--- src/rtl/skeeball_game_ctrl.sv ---
// Skeeball game sequencer: edge-detects start and sensors, arbitrates one ball per event,
// and tracks score, balls and seconds through IDLE/PLAY/LOCK/OVER.
module skeeball_game_ctrl #(
    parameter int NUM_BALLS   = 9,
    parameter int GAME_SECS   = 60,
    parameter int LOCKOUT_CYC = 25000000
) (
    input  logic       clk,
    input  logic       Reset,
    input  logic       start,
    input  logic       tick_1hz,
    input  logic [4:0] hole,
    input  logic       miss,
    output logic [9:0] score,
    output logic [3:0] balls_left,
    output logic [6:0] secs_left,
    output logic [1:0] state,
    output logic       game_over
);

    localparam int LW = (LOCKOUT_CYC > 1) ? $clog2(LOCKOUT_CYC) : 1;

    typedef enum logic [1:0] {
        IDLE = 2'b00,
        PLAY = 2'b01,
        LOCK = 2'b10,
        OVER = 2'b11
    } state_t;

    state_t          state_q, state_d;
    logic [9:0]      score_q, score_d;
    logic [3:0]      balls_q, balls_d;
    logic [6:0]      secs_q, secs_d;
    logic [LW-1:0]   lock_q, lock_d;
    logic            start_q, miss_q;
    logic [4:0]      hole_q;

    logic            start_evt, miss_evt;
    logic [4:0]      hole_evt;
    logic            ball_evt;
    logic [9:0]      pts;

    assign start_evt = start & ~start_q;
    assign miss_evt  = miss & ~miss_q;
    assign hole_evt  = hole & ~hole_q;

    // Fixed-priority pick of a single winning sensor; losers that cycle are dropped.
    always_comb begin
        pts      = 10'd0;
        ball_evt = 1'b1;
        if (hole_evt[4])      pts = 10'd100;
        else if (hole_evt[3]) pts = 10'd40;
        else if (hole_evt[2]) pts = 10'd30;
        else if (hole_evt[1]) pts = 10'd20;
        else if (hole_evt[0]) pts = 10'd10;
        else if (miss_evt)    pts = 10'd0;
        else                  ball_evt = 1'b0;
    end

    always_comb begin
        state_d = state_q;
        score_d = score_q;
        balls_d = balls_q;
        secs_d  = secs_q;
        lock_d  = lock_q;

        case (state_q)
            IDLE, OVER: begin
                if (start_evt) begin
                    state_d = PLAY;
                    score_d = 10'd0;
                    balls_d = 4'(NUM_BALLS);
                    secs_d  = 7'(GAME_SECS);
                    lock_d  = '0;
                end
            end
            PLAY: begin
                if (ball_evt && balls_q != 4'd0) begin
                    score_d = score_q + pts;
                    balls_d = balls_q - 4'd1;
                    if (balls_q == 4'd1) begin
                        state_d = OVER;
                    end else begin
                        state_d = LOCK;
                        lock_d  = LW'(LOCKOUT_CYC - 1);
                    end
                end
            end
            LOCK: begin
                if (lock_q == '0) state_d = PLAY;
                else              lock_d  = lock_q - LW'(1);
            end
            default: state_d = IDLE;
        endcase

        // The clock running out wins over any ball/lockout transition in the same cycle.
        if ((state_q == PLAY || state_q == LOCK) && tick_1hz && secs_q != 7'd0) begin
            secs_d = secs_q - 7'd1;
            if (secs_q == 7'd1) state_d = OVER;
        end
    end

    always_ff @(posedge clk or negedge Reset) begin
        if (!Reset) begin
            state_q <= IDLE;
            score_q <= 10'd0;
            balls_q <= 4'd0;
            secs_q  <= 7'd0;
            lock_q  <= '0;
            start_q <= 1'b0;
            miss_q  <= 1'b0;
            hole_q  <= 5'd0;
        end else begin
            state_q <= state_d;
            score_q <= score_d;
            balls_q <= balls_d;
            secs_q  <= secs_d;
            lock_q  <= lock_d;
            start_q <= start;
            miss_q  <= miss;
            hole_q  <= hole;
        end
    end

    assign score      = score_q;
    assign balls_left = balls_q;
    assign secs_left  = secs_q;
    assign state      = state_q;
    assign game_over  = (state_q == OVER);

endmodule

--- config.mk ---
export PLATFORM = sky130hd
export DESIGN_NAME = skeeball_game_ctrl
export DESIGN_NICKNAME = d
export VERILOG_FILES = /design/src/rtl/skeeball_game_ctrl.sv
export SDC_FILE = /design/constraint.sdc
export NUM_CORES = 1
export LEC_CHECK = 0
export CAP_MARGIN = 20
export CORE_MARGIN = 3
export CORE_UTILIZATION = 40
export CTS_BUF_LIST = sky130_fd_sc_hd__clkbuf_4 sky130_fd_sc_hd__clkbuf_8
export DETAILED_ROUTE_END_ITERATION = 8
export GPL_ROUTABILITY_DRIVEN = 0
export HOLD_SLACK_MARGIN = 0.1
export MAX_ROUTING_LAYER = met4
export SYNTH_ARGS = -nofsm -noshare
export SYNTH_HDL_FRONTEND = slang
export SYNTH_SLANG_ARGS = --single-unit
--- constraint.sdc ---
create_clock -name clk -period 2.8 [get_ports clk]
set_input_delay 0.42 -clock clk [delete_from_list [all_inputs] [get_ports clk]]
set_output_delay 0.42 -clock clk [all_outputs]
set_load 0.01 [all_outputs]
== Word level (Yosys, flattened, before mapping) ==
Index checks and enable logic that the tools add are counted.

* Flip-flop bits (word level): 55
* Input bits: 10
* Output and inout port bits: 24
* Logic and storage cells: 74

* $add $sub $neg: 4
* Equality and inequality tests: 9
* Muxes and demuxes: 32
* Bitwise operators: 6
* Reduce and logical (&&, ||, !) cells: 15

{| class="wikitable"
|+ Operators by type and width
! cell !! count
|-
| $mux 25 || 4
|-
| $pmux 25 s3 || 1
|-
| $mux 7 || 4
|-
| $logic_not 25->1 || 1
|-
| $sub 25x1->25 const B || 1
|-
| $mux 10 || 2
|-
| $pmux 10 s2 || 1
|-
| $mux 4 || 3
|-
| $add 10x10->10 || 1
|-
| $mux 2 || 5
|-
| $mux 5 || 2
|-
| $ne 2x2->1 const B || 4
|-
| $pmux 4 s2 || 1
|-
| $eq 7x1->1 const B || 1
|-
| $mux 1 || 7
|-
| $reduce_bool 7->1 || 1
|-
| $sub 7x1->7 const B || 1
|-
| $mux 6 || 1
|-
| $pmux 2 s3 || 1
|-
| $reduce_bool 2->1 || 3
|-
| $and 5x5->5 || 1
|-
| $not 5->5 || 1
|-
| $eq 2x2->1 const B || 2
|-
| $eq 4x1->1 const B || 1
|-
| other kinds (12) || 16
|}

== Depth between registers and ports, before layout ==
* Word-level depth: 13
* Gate-level depth with buffers: 12
* Depth with buffers taken out: 12

== Worst setup path after synthesis ==
No wires, ideal clock.

* Path kind: input-to-reg
* Start: input hole[0]
* End: register score_q[9], in the netlist score[9]
* Data arrival time: 2490 ps
* Setup slack: 232 ps
* Cell stages on the path: 12
* Cell sequence: nor2b_1 a21boi_0 nor2_1 ha_1 inv_1 fa_1 nand2b_1 a21oi_1 o21ai_0 a211o_1 or3_1 a21oi_1

* Cells in the longest elaborated chain, start to end: 9
* Elaborated cells between the ends (all ways): 17
* Those cells by class: add/sub: 1; eq/ne: 1; mux: 12; bitwise: 1; reduce/logical: 2

{| class="wikitable"
|+ Ends and longest elaborated chain
! element !! RTL line !! RTL
|-
| start, declared || 12 || <nowiki>input logic [4:0] hole,</nowiki>
|-
| $and 5x5->5 (*) || 45 || <nowiki>assign hole_evt = hole & ~hole_q;</nowiki>
|-
| $mux 4 / $mux 1 (equally long branches) || 55 || <nowiki>else if (hole_evt[0]) pts = 10'd10;</nowiki>
|-
| $mux 5 / $mux 1 (equally long branches) || 54 || <nowiki>else if (hole_evt[1]) pts = 10'd20;</nowiki>
|-
| $mux 5 / $mux 1 (equally long branches) || 53 || <nowiki>else if (hole_evt[2]) pts = 10'd30;</nowiki>
|-
| $mux 6 / $mux 1 (equally long branches) || 52 || <nowiki>else if (hole_evt[3]) pts = 10'd40;</nowiki>
|-
| $mux 7 / $mux 1 (equally long branches) || 51 || <nowiki>if (hole_evt[4]) pts = 10'd100;</nowiki>
|-
| $add 10x10->10 / $logic_and 1x1->1 (equally long branches) || 79, 78 ||
|-
| $mux 10 / $ne 2x2->1 (equally long branches) || - ||
|-
| $pmux 10 s2 / $reduce_and 3->1 (equally long branches) || - ||
|-
| end signal, assigned || 115 || <nowiki>score_q <= score_d;</nowiki>
|-
| end, declared || 31 || <nowiki>logic [9:0] score_q, score_d;</nowiki>
|}

Mark *: on every way between the ends. The rest lies on a longest branch, timed or not. The select of a mux whose other input is x is not followed.
A chain may end at the register's enable or synchronous reset.

== Worst setup path in the final report ==
* Start: input hole[2]
* End: register score_q[9], in the netlist score[9]

* Cells in the longest elaborated chain, start to end: 7
* Elaborated cells between the ends (all ways): 13
* Those cells by class: add/sub: 1; eq/ne: 1; mux: 8; bitwise: 1; reduce/logical: 2

{| class="wikitable"
|+ Ends and longest elaborated chain
! element !! RTL line
|-
| $and 5x5->5 (*) || 45
|-
| $mux 5 / $mux 1 (equally long branches) || 53
|-
| $mux 6 / $mux 1 (equally long branches) || 52
|-
| $mux 7 / $mux 1 (equally long branches) || 51
|-
| $add 10x10->10 / $logic_and 1x1->1 (equally long branches) || 79, 78
|-
| $mux 10 / $ne 2x2->1 (equally long branches) || -
|-
| $pmux 10 s2 / $reduce_and 3->1 (equally long branches) || -
|}

Marks and branches as above.

==> flow_metrics.tcl <==
set metrics [dict create \
    status "finished clean" \
    yosysWarnings 0 \
    worst_slew_pin_slew_ns 0.676 \
    p_switching_mw 1.69 \
    synth-seq-area-share 0.423 \
    swShare 0.428 \
    grt-ovfl-total 0 \
    max_stage_delay_ns 0.48 \
    dr_total_vias 2762 \
    rows 31 \
    io_pins 34 \
    critPathLaunchType "input pin" \
    synth-main-ff-cell "dfrtp_1" \
    track_usage 0.192 \
    start_util 0.427 \
    route.detailed.drc 0 \
    fp.dieW_um 95.4 \
    cts_tree "yes" \
    syn-cell-area_um2 3190 \
    synth_top_area_cell "dfrtp_1" \
    clk_path_buf_depth 2 \
    setup_viol_count_final 0 \
    finalCritPeriodShare 0.977 \
    dpl_worst_slack_ns -0.472 \
    powerDensity_nw_per_um2 995 \
    cp-end-kind "register" \
    hp-class "reg2reg" \
    rsz0062_at_grt "yes" \
    peakVddDrop_mv 0.542 \
    final-hold-violation-count 0 \
    synth_area_per_cell_um2 9.13 \
    p_comb_frac 0.552 \
    ant_nets 0 \
    via_per_inst 5.44 \
    fin_cells 508 \
    finalNetCount 435 \
    drt_wl_total_um 7600 \
    power.share.clock 0.138 \
    portBuffers 32 \
    synth_edf_count 0 \
    synth_nets 377 \
    drt-pass1-iter-count 4 \
    dp_hpwl_um 5360 \
    grt_max_degree 55 \
    h-tree-depth 2 \
    antennaDiodeCount 0 \
    core_area_um2 7490 \
    max_freq_mhz 365 \
    grt_pass1_vias 2814 \
    ys_async_sr_fraction 1.00 \
    drive_above_1_share 0.144 \
    cp.required_ns 3.05 \
    clk_pin_slew_ns 0.10 \
    skew_ns 0.0138 \
    period_needed_ns 2.74 \
    cts_buffers 5 \
    worst_slack_ns 0.0639 \
    placedCellCount 498 \
    grt_pass1_wl_um 13600 \
    slew_violations 0 \
    p_leak_nw 1.73 \
    avgRoutedWirePerCell_um 15.0 \
    p_total_mw 3.96 \
    crit_type "in2reg" \
    clockRootBuffer "clkbuf_8" \
    p_int_mw 2.26 \
    synth_cells 350 \
    synth_cell_type_count 60 \
    yosys.area.top_type_share 0.423 \
    critical_path.max_fanout 3 \
    ys_seq_elements 54 \
    die_y_um 95.4 \
    seqPwrFrac 0.310 \
    die_area_um2 9090 \
    clkSinkCount 54 \
    areaGrowthSynthToFinish_pct 24.4 \
    slew_headroom 0.548 \
    antenna_found_initial 0 \
    max_cap_violations 0 \
    path_cells "clkdlybuf4s50_1 > nand2b_1 > a21boi_1 > nor2_1 > ha_2 > inv_1 > fa_2 > nand2b_4 > a21oi_4 > o21ai_1 > a211o_1 > or3_1 > a21oi_2" \
    detail_route.iter0.violations 219 \
    yosys-top-cells-area "dfrtp_1 42%, ha_1 6.3%, o21ai_0 6.0%" \
    cp.arrival_ns 2.99 \
    cp_slowest_cell "clkdlybuf4s50_1" \
    clkLatencyLatePin_ns 0.32 \
]
-- per-stage QoR --
step / utilization / hold WS [ns] / instance area, µm² / TNS (ns)
detailed placement: 0.507 / 0.445 / 3800 / -0.916
global placement: 0.507 / 0.445 / 3800 / -0.538
global route: 0.531 / 0.517 / 3980 / -0.0591
CTS: 0.526 / 0.501 / 3940 / 0
finish: 0.531 / 0.499 / 3980 / 0
floorplan: - / 0.124 / 3190 / 0
-- cell usage after synthesis, drive strengths merged, types with 2 or more instances --
| master | n |
|---|---|
| nor4 | 3 |
| and3 | 2 |
| o211a | 3 |
| nor3 | 12 |
| a32o | 2 |
| a22o | 4 |
| o31ai | 5 |
| a31oi | 9 |
| nand2b | 14 |
| o21a | 2 |
| xnor2 | 6 |
| or3 | 6 |
| nand4 | 3 |
| a41oi | 2 |
| a211oi | 4 |
| nand2 | 23 |
| buf | 8 |
| clkbuf | 6 |
| nand3b | 2 |
| a211o | 2 |
| mux2i | 4 |
| or4 | 4 |
| nand3 | 11 |
| nor4b | 2 |
| nor2 | 32 |
| o21ai | 44 |
| o211ai | 2 |
| inv | 21 |
| a21oi | 20 |
| and2 | 2 |
| ha | 16 |
| nor3b | 2 |
| dfrtp | 54 |
| nor2b | 3 |
-- cells by family (layout without fill, tap and decap cells) --
| logic type | count (synthesis) | in the layout | synth area share |
|---|---|---|---|
| xor gates and xnor gates | 7 | 7 | 0.0192 |
| other | 1 | 1 | 0.00117 |
| muxes | 4 | 4 | 0.0125 |
| and+or+nand+nor | 124 | 124 | 0.208 |
| adders and majority gates | 17 | 17 | 0.0689 |
| DFF | 54 | 54 | 0.423 |
| buffers and inverters | 35 | 94 | 0.0497 |
| AOI/OAI and AO/OA | 108 | 108 | 0.217 |
-- final cells by class --
cell class,instances,area (µm²)
Inverter,21,78.8
Clock buffer,6,76.3
Timing Repair Buffer,65,578
Tap cell,99,124
Clock inverter,2,37.5
Multi-Input combinational cell,261,1730
Fill cell,692,3510
Sequential cell,54,1350
-- layout by cell type (no fill, tap or decap), types with 2 or more instances in the layout --
| cell | Yosys | layout |
|---|---|---|
| buf_4 | 2 | 31 |
| nor4b_1 | 2 | 2 |
| clkbuf_8 | 0 | 5 |
| inv_1 | 21 | 21 |
| a31oi_1 | 9 | 9 |
| nor3b_1 | 2 | 2 |
| xnor2_1 | 6 | 6 |
| nor2b_1 | 3 | 2 |
| or3_1 | 5 | 5 |
| a32o_1 | 2 | 2 |
| nand3b_1 | 2 | 2 |
| o211a_1 | 3 | 3 |
| or4_4 | 2 | 2 |
| clkdlybuf4s50_1 | 0 | 31 |
| nor2_1 | 31 | 31 |
| and3_1 | 2 | 2 |
| nand2_1 | 23 | 23 |
| nand4_1 | 3 | 3 |
| o31ai_1 | 5 | 5 |
| a41oi_1 | 2 | 2 |
| o21ai_1 | 4 | 5 |
| o21a_1 | 2 | 2 |
| o21ai_0 | 38 | 36 |
| mux2i_1 | 4 | 4 |
| nand3_1 | 11 | 11 |
| or4_1 | 2 | 2 |
| nor3_1 | 11 | 11 |
| o21ai_2 | 2 | 3 |
| a21oi_1 | 20 | 18 |
| o211ai_1 | 2 | 2 |
| a22o_1 | 4 | 4 |
| and2_1 | 2 | 2 |
| dfrtp_1 | 54 | 54 |
| a211oi_1 | 3 | 3 |
| ha_1 | 16 | 15 |
| nand2b_1 | 14 | 13 |
| nor4_1 | 2 | 2 |
-- worst max-delay path: cells and delay by family --
kind / cells / cell delay, ns
buffers and inverters: 2 / 0.53
AOI/OAI and AO/OA: 5 / 0.79
and+or+nand+nor: 4 / 0.70
adders and majority gates: 2 / 0.53
-- worst paths after layout --
| path | slack (ns) | depth (start not counted) | startpoint | end |
|---|---|---|---|---|
| min in group asynchronous | 0.62 | 3 | Reset | score[5] |
| worst min register to register | 0.50 | 1 | lock_q[7] | lock_q[7] |
| worst max register to register | 0.22 | 12 | hole_q[2] | score[9] |
| worst max-delay path | 0.06 | 13 | hole[2] | score[9] |
| worst min-delay path | 0.50 | 1 | lock_q[7] | lock_q[7] |
| max in group asynchronous | 1.92 | 3 | Reset | score[7] |
-- flip-flops by register name (all words and copies together) (netlist names) --
| register | cells |
|---|---|
| secs_left | 7 |
| hole_q | 5 |
| lock_q | 25 |
| miss_q | 1 |
| start_q | 1 |
| score | 9 |
| state | 2 |
| balls_left | 4 |
-- routing by layer --
layer  global-route usage  vias up  routed length, µm
li1                     -     1376                  -
met4               0.0493        0                 90
met3               0.0292        7                319
met2                0.285       54               3340
met5                    -        -                  0
met1                0.273     1325               3850
-- timing repair --
item,4_1_cts,5_1_grt
endpoints found under the setup margin,1,2
hold buffers,1,0
resized for setup,6,7
hold endpoints to repair,6,0
pin swaps,1,3
setup buffers,0,1
-- power groups by stage --
stage                     combinational [mW]  clock [mW]  sequential, mW
after floorplan                         1.38           0            1.24
after global placement                  2.12           0            1.23
after detailed placement                2.16           0            1.24
after CTS                               2.18       0.565            1.23
after global routing                    2.47       0.593            1.27
final                                   2.19       0.546            1.23
Power figures use the tool's default switching activity.
